`config.mk`:
```
export PLATFORM = sky130hd
export DESIGN_NAME = pipe_stage_reg
export DESIGN_NICKNAME = d
export VERILOG_FILES = /design/src/rtl/pipe_pkg.sv /design/src/rtl/pipe_stage_slot.sv /design/src/rtl/pipe_stage_reg.sv
export SDC_FILE = /design/constraint.sdc
export NUM_CORES = 1
export LEC_CHECK = 0
export CORE_MARGIN = 1.5
export CORE_UTILIZATION = 45
export CTS_CLUSTER_SIZE = 28
export DETAILED_ROUTE_END_ITERATION = 16
export GPL_TIMING_DRIVEN = 0
export PLACE_DENSITY = 0.76
export SYNTH_ARGS = -nofsm -noshare
export SYNTH_HDL_FRONTEND = slang
export SYNTH_SLANG_ARGS = --single-unit
```
`constraint.sdc`:
```
create_clock -name clock -period 1.5 [get_ports clock]
set_input_delay 0.15 -clock clock [delete_from_list [all_inputs] [get_ports clock]]
set_output_delay 0.15 -clock clock [all_outputs]
set_load 0.1 [all_outputs]
```
`src/rtl/pipe_pkg.sv`:
```
// pipe_pkg: shared types and constants for the pipeline stage registers.
//   stage_state_t : EMPTY / FULL / SKIDDED occupancy states of a stage
//   OCC_*         : occupancy output encodings
//   bubble_ctrl   : all-zero control pattern loaded on a bubble
//   occ_of()      : maps a stage state to its occupancy encoding
package pipe_pkg;

    typedef enum logic [1:0] {
        EMPTY   = 2'd0,
        FULL    = 2'd1,
        SKIDDED = 2'd2
    } stage_state_t;

    localparam logic [1:0] OCC_NONE = 2'd0;
    localparam logic [1:0] OCC_ONE  = 2'd1;
    localparam logic [1:0] OCC_TWO  = 2'd2;

    // Wide enough for any control payload; stages slice the width they need.
    localparam int BUBBLE_CTRL_MAX_W = 1024;
    localparam logic [BUBBLE_CTRL_MAX_W-1:0] bubble_ctrl = '0;

    function automatic logic [1:0] occ_of(stage_state_t s);
        return s == SKIDDED ? OCC_TWO : s == FULL ? OCC_ONE : OCC_NONE;
    endfunction

endpackage

```
`src/rtl/pipe_stage_slot.sv`:
```
// pipe_stage_slot: one pipeline entry (control + data registers).
//   clock, reset   : rising-edge clock, synchronous active-high reset
//   load_i         : capture ctrl_i/data_i at the next edge
//   clear_i        : turn the held control bits into a bubble (data kept)
//   ctrl_i, data_i : payload to capture
//   ctrl_o, data_o : held payload
module pipe_stage_slot
    import pipe_pkg::*;
#(
    parameter int CTRL_W = 8,
    parameter int DATA_W = 128
) (
    input  logic              clock,
    input  logic              reset,
    input  logic              load_i,
    input  logic              clear_i,
    input  logic [CTRL_W-1:0] ctrl_i,
    input  logic [DATA_W-1:0] data_i,
    output logic [CTRL_W-1:0] ctrl_o,
    output logic [DATA_W-1:0] data_o
);

    logic [CTRL_W-1:0] ctrl_q, ctrl_d;
    logic [DATA_W-1:0] data_q, data_d;

    // Load wins over clear; the stage never asks for both at once.
    assign ctrl_d = load_i ? ctrl_i : clear_i ? bubble_ctrl[CTRL_W-1:0] : ctrl_q;
    assign data_d = load_i ? data_i : data_q;

    always_ff @(posedge clock) begin
        if (reset) begin
            ctrl_q <= '0;
            data_q <= '0;
        end else begin
            ctrl_q <= ctrl_d;
            data_q <= data_d;
        end
    end

    assign ctrl_o = ctrl_q;
    assign data_o = data_q;

endmodule

```
`src/rtl/pipe_stage_reg.sv`:
```
// pipe_stage_reg: inter-stage pipeline register with valid/ready handshake,
// optional skid slot, flush and a saturating bubble counter.
//   clock, reset        : rising-edge clock, synchronous active-high reset
//   flush               : squash every held beat at the next edge
//   in_valid/in_ready   : upstream handshake; in_ctrl/in_data upstream payload
//   out_valid/out_ready : downstream handshake; out_ctrl/out_data payload
//   occupancy           : beats currently held (0..2)
//   bubble_cnt          : cycles downstream was ready but no beat was offered
module pipe_stage_reg
    import pipe_pkg::*;
#(
    parameter int CTRL_W = 8,
    parameter int DATA_W = 128,
    parameter bit SKID   = 1'b1,
    parameter int CNT_W  = 16
) (
    input  logic              clock,
    input  logic              reset,
    input  logic              flush,
    input  logic              in_valid,
    output logic              in_ready,
    input  logic [CTRL_W-1:0] in_ctrl,
    input  logic [DATA_W-1:0] in_data,
    output logic              out_valid,
    input  logic              out_ready,
    output logic [CTRL_W-1:0] out_ctrl,
    output logic [DATA_W-1:0] out_data,
    output logic [1:0]        occupancy,
    output logic [CNT_W-1:0]  bubble_cnt
);

    stage_state_t      state_q, state_d;
    logic [CNT_W-1:0]  bubble_q, bubble_d;
    logic              in_fire;
    logic              main_ld, main_clr, skid_ld, skid_clr;
    logic [CTRL_W-1:0] skid_ctrl, main_ctrl_in;
    logic [DATA_W-1:0] skid_data, main_data_in;

    assign out_valid = state_q != EMPTY;

    // With the skid slot, ready is a function of state only, so there is no
    // combinational path from out_ready back to in_ready.
    assign in_ready = !reset && !flush &&
                      (SKID ? state_q != SKIDDED : (!out_valid || out_ready));
    assign in_fire  = in_valid && in_ready;

    assign occupancy  = occ_of(state_q);
    assign bubble_cnt = bubble_q;

    always_comb begin
        state_d  = state_q;
        main_ld  = 1'b0;
        main_clr = 1'b0;
        skid_ld  = 1'b0;
        skid_clr = 1'b0;
        if (flush) begin
            state_d  = EMPTY;
            main_clr = 1'b1;
            skid_clr = 1'b1;
        end else begin
            case (state_q)
                EMPTY: begin
                    if (in_fire) begin
                        state_d = FULL;
                        main_ld = 1'b1;
                    end
                end
                FULL: begin
                    if (in_fire && out_ready) begin
                        main_ld = 1'b1;
                    end else if (in_fire) begin
                        state_d = SKIDDED;
                        skid_ld = 1'b1;
                    end else if (out_ready) begin
                        state_d  = EMPTY;
                        main_clr = 1'b1;
                    end
                end
                SKIDDED: begin
                    if (out_ready) begin
                        state_d  = FULL;
                        main_ld  = 1'b1;
                        skid_clr = 1'b1;
                    end
                end
                default: state_d = EMPTY;
            endcase
        end
    end

    // In SKIDDED in_ready is low, so the main register can only refill from skid.
    assign main_ctrl_in = state_q == SKIDDED ? skid_ctrl : in_ctrl;
    assign main_data_in = state_q == SKIDDED ? skid_data : in_data;

    assign bubble_d = (out_ready && !out_valid && bubble_q != '1) ? bubble_q + CNT_W'(1) : bubble_q;

    always_ff @(posedge clock) begin
        if (reset) begin
            state_q  <= EMPTY;
            bubble_q <= '0;
        end else begin
            state_q  <= state_d;
            bubble_q <= bubble_d;
        end
    end

    pipe_stage_slot #(.CTRL_W(CTRL_W), .DATA_W(DATA_W)) u_main (
        .clock   (clock),
        .reset   (reset),
        .load_i  (main_ld),
        .clear_i (main_clr),
        .ctrl_i  (main_ctrl_in),
        .data_i  (main_data_in),
        .ctrl_o  (out_ctrl),
        .data_o  (out_data)
    );

    if (SKID) begin : g_skid
        pipe_stage_slot #(.CTRL_W(CTRL_W), .DATA_W(DATA_W)) u_skid (
            .clock   (clock),
            .reset   (reset),
            .load_i  (skid_ld),
            .clear_i (skid_clr),
            .ctrl_i  (in_ctrl),
            .data_i  (in_data),
            .ctrl_o  (skid_ctrl),
            .data_o  (skid_data)
        );
    end else begin : g_no_skid
        // SKIDDED is unreachable here, so the skid controls are never asserted.
        logic unused_skid;
        assign unused_skid = skid_ld | skid_clr;
        assign skid_ctrl   = '0;
        assign skid_data   = '0;
    end

endmodule

```
== Word-level counts from Yosys, hierarchy flattened ==
Index checks and enable logic that the tools add are counted.
Cells by class
  muxes and demuxes: 28
  add/sub/neg operators: 1
  eq/ne operators: 8
  reduce and logical (&&, ||, !) cells: 15
Operator list (count)
  $mux W128: 1
  $mux W8: 5
  $add A16 B1 Y16 const B: 1
  $ne A16 B16 Y1 const B: 1
  $mux W1: 14
  $mux W2: 6
  $ne A2 B2 Y1 const B: 4
  $logic_and A1 B1 Y1: 6
  $pmux W2 S3: 1
  $reduce_bool A2 Y1: 3
  $reduce_and A4 Y1: 1
  $logic_not A1 Y1: 3
  $ne A3 B3 Y1 const B: 1
  $pmux W1 S3: 1
  $eq A2 B1 Y1 const B: 1
  $eq A2 B2 Y1 const B: 1
  $logic_not A2 Y1: 1
  $reduce_or A2 Y1: 1
Storage, ports and cells
  flip-flop bits (word level): 290
  output and inout port bits: 156

== Logic depth before layout (Yosys ltp) ==
  depth after elaboration: 10
  gate-level depth with buffers: 7
  mapped depth without buffers: 5

== Hierarchy ==
Synthesis repeated with hierarchy kept, for this count alone.
Second synthesis, totals
  cell total of the unflattened synthesis: 1177
  area total of the unflattened synthesis: 12333.1 sq um
By module, submodules not included
  pipe_stage_slot: times used 2, cells each 449, area an instance 4843.4 sq um
  pipe_stage_reg: times used 1, cells each 279, area an instance 2646.3 sq um

== Worst setup path before layout ==
No wires, ideal clock.
  kind: flip-flop to output port
  start point: reg state_q[0]
  end point: out in_ready
  stages on the path, launching flop included: 8
  data arrival time: 3.680 ns
  data required time: 1.350 ns
  path slack: -2.330 ns
  path through: dfxtp_1 > buf_4 > nand2b_1 > buf_2 > buf_4 > buf_2 > inv_1 > nor3_1
On the way
  word-level cells in the longest chain between the ends: 2
Ends and longest elaborated chain
  start, declared: line pipe_stage_reg.sv:32  | stage_state_t state_q, state_d;
  start signal, assigned: line pipe_stage_reg.sv:102  | state_q <= state_d;
  $ne A2 B2 Y1: line pipe_stage_reg.sv:44  | (SKID ? state_q != SKIDDED : (!out_valid || out_ready));
  $logic_and A1 B1 Y1: line pipe_stage_reg.sv:43  | assign in_ready = !reset && !flush &&
  end, declared: line pipe_stage_reg.sv:21  | output logic in_ready,
No other way between the ends.

== Final worst setup path ==
  start point: reg state_q[1]
  end point: reg u_main.data_q[119] (netlist: u_main.data_o[119])
On the way
  word-level cells in the longest chain between the ends: 7
Ends and longest elaborated chain
  $ne A2 B2 Y1: line pipe_stage_reg.sv:44
  $logic_and A1 B1 Y1: line pipe_stage_reg.sv:43
  $logic_and A1 B1 Y1: line pipe_stage_reg.sv:45  | assign in_fire = in_valid && in_ready;
  $logic_and A1 B1 Y1: line pipe_stage_reg.sv:69  | if (in_fire && out_ready) begin
  $mux W1: line pipe_stage_reg.sv:69
  $pmux W1 S3: line pipe_stage_reg.sv:61  | case (state_q)
  $mux W1: line pipe_stage_reg.sv:56  | if (flush) begin
  end signal, assigned: line pipe_stage_slot.sv:36  | data_q <= data_d;
  end, declared: line pipe_stage_slot.sv:24  | logic [DATA_W-1:0] data_q, data_d;
Several ways; a longest one is shown, not always the timed one.
A chain may end at the register's enable or synchronous reset.

==> flow_summary_export.csv <==
group,metric,value,unit
logic_synthesis,synth_cells,1347,
route,drcViolationCount,0,
timing,period_minus_slack,1.92,ns
logic_synthesis,ys_seq_elements,290,
die,io_pins,297,
worst_setup_path,r2r_slack,-0.42,ns
finish,drive_gt1_share,29.5,%
global_route,antenna_found_initial,1,
timing,clock.fmax,520,MHz
clock_network,cts_buffers,31,
logic_synthesis,synth_edf_count,0,
timing,slew_headroom,31.9,%
outcome,violations,"setup timing",
finish,fin_nets,1886,
die,placementRows,60,
route,drt_iter0_drc,892,
timing,fin_crit_sh,128,%
power,vdd.ir_drop.worst,0.822,mV
worst_setup_path,worstSetupEndpointType,"flip-flop",
logic_synthesis,synth_simple_gate_area_share,10.9,%
die,die_w,169,um
run,cap_violations,0,
clock_network,clk_pin_slew_worst_paths,0.07,ns
worst_hold_path,min_path_cells,3,
timing,final.setup.tns,-72.29,ns
global_route,grt-ovfl-total,0,
worst_hold_path,hp-class,"in2reg",
logic_synthesis,syn_area,12400,um2
outcome,status,"finished, violations left",
timing,rsz0062_at_grt,"true",
route,avgViaCountPerCell,5.97,
worst_setup_path,r2r_start,"state_q[1]$_SDFFE_PP0P_",
global_route,first_global_vias,11600,
clock_network,insertion_delay,0.55,ns
route,wl,45100,um
timing,finalSetupViolCount,298,
global_route,grt_pass1_wl,63200,um
logic_synthesis,synth_xor_area_share,0,%
power,leakage,8.12,nW
place,port_buffers,294,
route,vias,12600,
logic_synthesis,synth.avg_cell_area,9.24,um2
worst_hold_path,hp-start,"reset",
worst_setup_path,worstSetupPathType,"reg2reg",
logic_synthesis,ys_warn_count,0,
logic_synthesis,synth_nets,1489,
timing,finalClockSkew,0.0113,ns
route,wl_per_cell,21.4,um
logic_synthesis,yosysSeqAreaShare,46.7,%
global_route,grt_max_degree,15,
worst_setup_path,worstPathArrival,2.34,ns
timing,finalHoldViolations,0,
logic_synthesis,synthMuxAreaShare,11.5,%
clock_network,root_buffer,"clkbuf_16",
logic_synthesis,async_flop_share,0,%
route,detail-route-antenna-nets,0,
logic_synthesis,synthFlopType,"dfxtp_1",
power,powerDensity,983,nW/um2
place,placed_cell_area,16000,um2
die,start_util,46.0,%
clock_network,cts_tree,"built",
logic_synthesis,synth_compound_gate_area_share,24.7,%
worst_setup_path,reg2reg_to,"u_main.data_o[119]$_SDFFE_PP0P_",
finish,fillCellCount,1976,
global_route,track_usage,27.6,%
die,die-area,28700,um2
worst_hold_path,whs_endpoint,"bubble_cnt[0]$_SDFFE_PP0P_",
worst_setup_path,r2r_cells,9,
timing,fin_ws,-0.424,ns
worst_setup_path,cp.required,1.92,ns
clock_network,cts.path.max_buffers,3,
place,dpl.hpwl,27000,um
die,core-area,27000,um2
place,gp_congestion,0.851,
place,place_ws,-1.41,ns
die,die_h,169,um
logic_synthesis,synth_cell_type_count,45,
clock_network,numClockSinks,290,
worst_setup_path,startpoint_type,"flip-flop",
worst_setup_path,crit_fanout,8,
power,power.total,18.5,mW
finish,syn_to_final_growth,51.5,%
logic_synthesis,synth_top_family_by_area,"compound AO/OA/AOI/OAI gates",
finish,final_area,18800,um2
clock_network,cts-htree-levels,1,
timing,tightestPinTransition,1.02,ns
logic_synthesis,synthAdderAreaFrac,0.101,%
route,drt_pre_antenna_iters,5,
timing,slew_viol_final,0,
-- worst max-delay path by stage --
| stage | startpoint | endpoint | slack [ns] |
|---|---|---|---|
| floorplan | state_q[0]$_SDFFE_PP0P_ | in_ready | -0.95 |
| global placement | flush | in_ready | -1.37 |
| detailed placement | flush | in_ready | -1.41 |
| CTS | state_q[0]$_SDFFE_PP0P_ | in_ready | -0.44 |
| global route | state_q[1]$_SDFFE_PP0P_ | u_main.data_o[119]$_SDFFE_PP0P_ | -0.47 |
| finish | state_q[1]$_SDFFE_PP0P_ | u_main.data_o[119]$_SDFFE_PP0P_ | -0.42 |
-- kinds of logic after synthesis --
kind of cell,Yosys count
compound gates,433
simple gates,326
flops,290
buf+inv,154
mux,143
fa+ha+maj,1
-- through the flow --
stage	hold slack, ns	util (%)	cells
2_1_floorplan	0.286	-	1347
3_3_place_gp	0.440	59.3	1982
3_5_place_dp	0.446	59.3	1982
4_1_cts	0.0358	64.2	2062
5_1_grt	0.0859	69.7	2110
6_report	0.0646	69.7	2110
-- report_power, final --
| part | internal, mW | leakage [nW] | switching [mW] |
|---|---|---|---|
| Combinational | 1.03 | 5.26 | 2.09 |
| Sequential | 7.83 | 2.36 | 0.101 |
| Clock | 4.34 | 0.503 | 3.15 |
-- state kept, by name, indices dropped and copies added, names as in the netlist --
register / count
state_q: 2
bubble_cnt: 16
u_main.ctrl_o: 8
g_skid.u_skid.data_o: 128
g_skid.u_skid.ctrl_o: 8
u_main.data_o: 128
-- area by class of cell --
class                      instances  area [um2]  share of cell area (%)
inverter                           4        18.8                  0.0996
tap                              341         427                    2.26
timing repair buffer             367        3490                    18.5
sequential                       290        5870                    31.1
clock buffer                      48         951                    5.05
multi-input combinational        903        6840                    36.3
antenna                            1        2.50                  0.0133
buffer                           147        1200                    6.36
clock inverter                     9        48.8                   0.259
-- placed cells by master (no fill, tap or decap), types with 5 or more instances in the layout --
cell type        netlist  layout
dfxtp_4                0      17
a21oi_1              137     110
a21oi_2                0      27
clkinv_2               0       8
o41ai_1              129      61
clkbuf_1              75      77
a22oi_2                0       5
dfxtp_1              290     272
buf_4                  5      64
buf_12                 0      24
buf_8                  0      23
clkbuf_8               0       9
buf_6                 10      32
nand2_1              262     259
mux2i_1              139     139
o41ai_2                0      68
buf_2                 58     127
clkdlybuf4s50_1        0     138
o2bb2ai_2              0       7
buf_16                 0       5
o211ai_1             131     131
clkbuf_16              0      54
nand4_1                5       5
nor2_1                20      18
-- cells in the mapped netlist, types with 2 or more instances --
cell type	number	area share, %
a211oi_1	3	0.18
a21oi_1	137	5.5
a22oi_1	8	0.48
and2b_1	2	0.12
and3_1	2	0.10
and4_1	2	0.14
buf_2	58	2.3
buf_4	5	0.30
buf_6	10	0.91
clkbuf_1	75	2.3
dfxtp_1	290	47
inv_1	3	0.091
mux2_2	4	0.36
mux2i_1	139	11
nand2_1	262	7.9
nand2b_1	3	0.15
nand3_1	7	0.28
nand4_1	5	0.25
nor2_1	20	0.60
nor2b_1	5	0.25
nor3_1	3	0.12
nor4_2	2	0.20
o211ai_1	131	7.9
o21a_1	2	0.12
o21ai_0	6	0.24
o2bb2ai_1	8	0.56
o31ai_1	3	0.18
o41ai_1	129	9.1
or2_2	2	0.10
or3_1	4	0.20
or4_1	3	0.18
-- per-layer routing --
layer / global-route usage [%] / part of all wire [%] / wire [um]
met1: 37.2 / 42 / 18900
met2: 44.6 / 47 / 21300
met3: 5.01 / 7.5 / 3400
met4: 9.39 / 3.3 / 1490
met5: 0 / 0 / 0
-- worst max-delay path, cell delays in order (launching register included) --
cell and delay [ns]:
dfxtp_2 0.32, buf_6 0.13, and2b_4 0.29, a31oi_4 0.15, buf_12 0.19, buf_12 0.14
buf_6 0.12, buf_16 0.12, o211ai_1 0.22, o41ai_2 0.11
-- what timing repair did --
action	in CTS	in global routing
endpoints found under the setup margin	443	360
hold buffers	1	0
gates resized for setup	968	167
gates cloned	9	21
hold endpoints to repair	1	0
setup buffers	14	29
pin swaps	13	37
No activity file was read; power rests on OpenSTA's default activity.
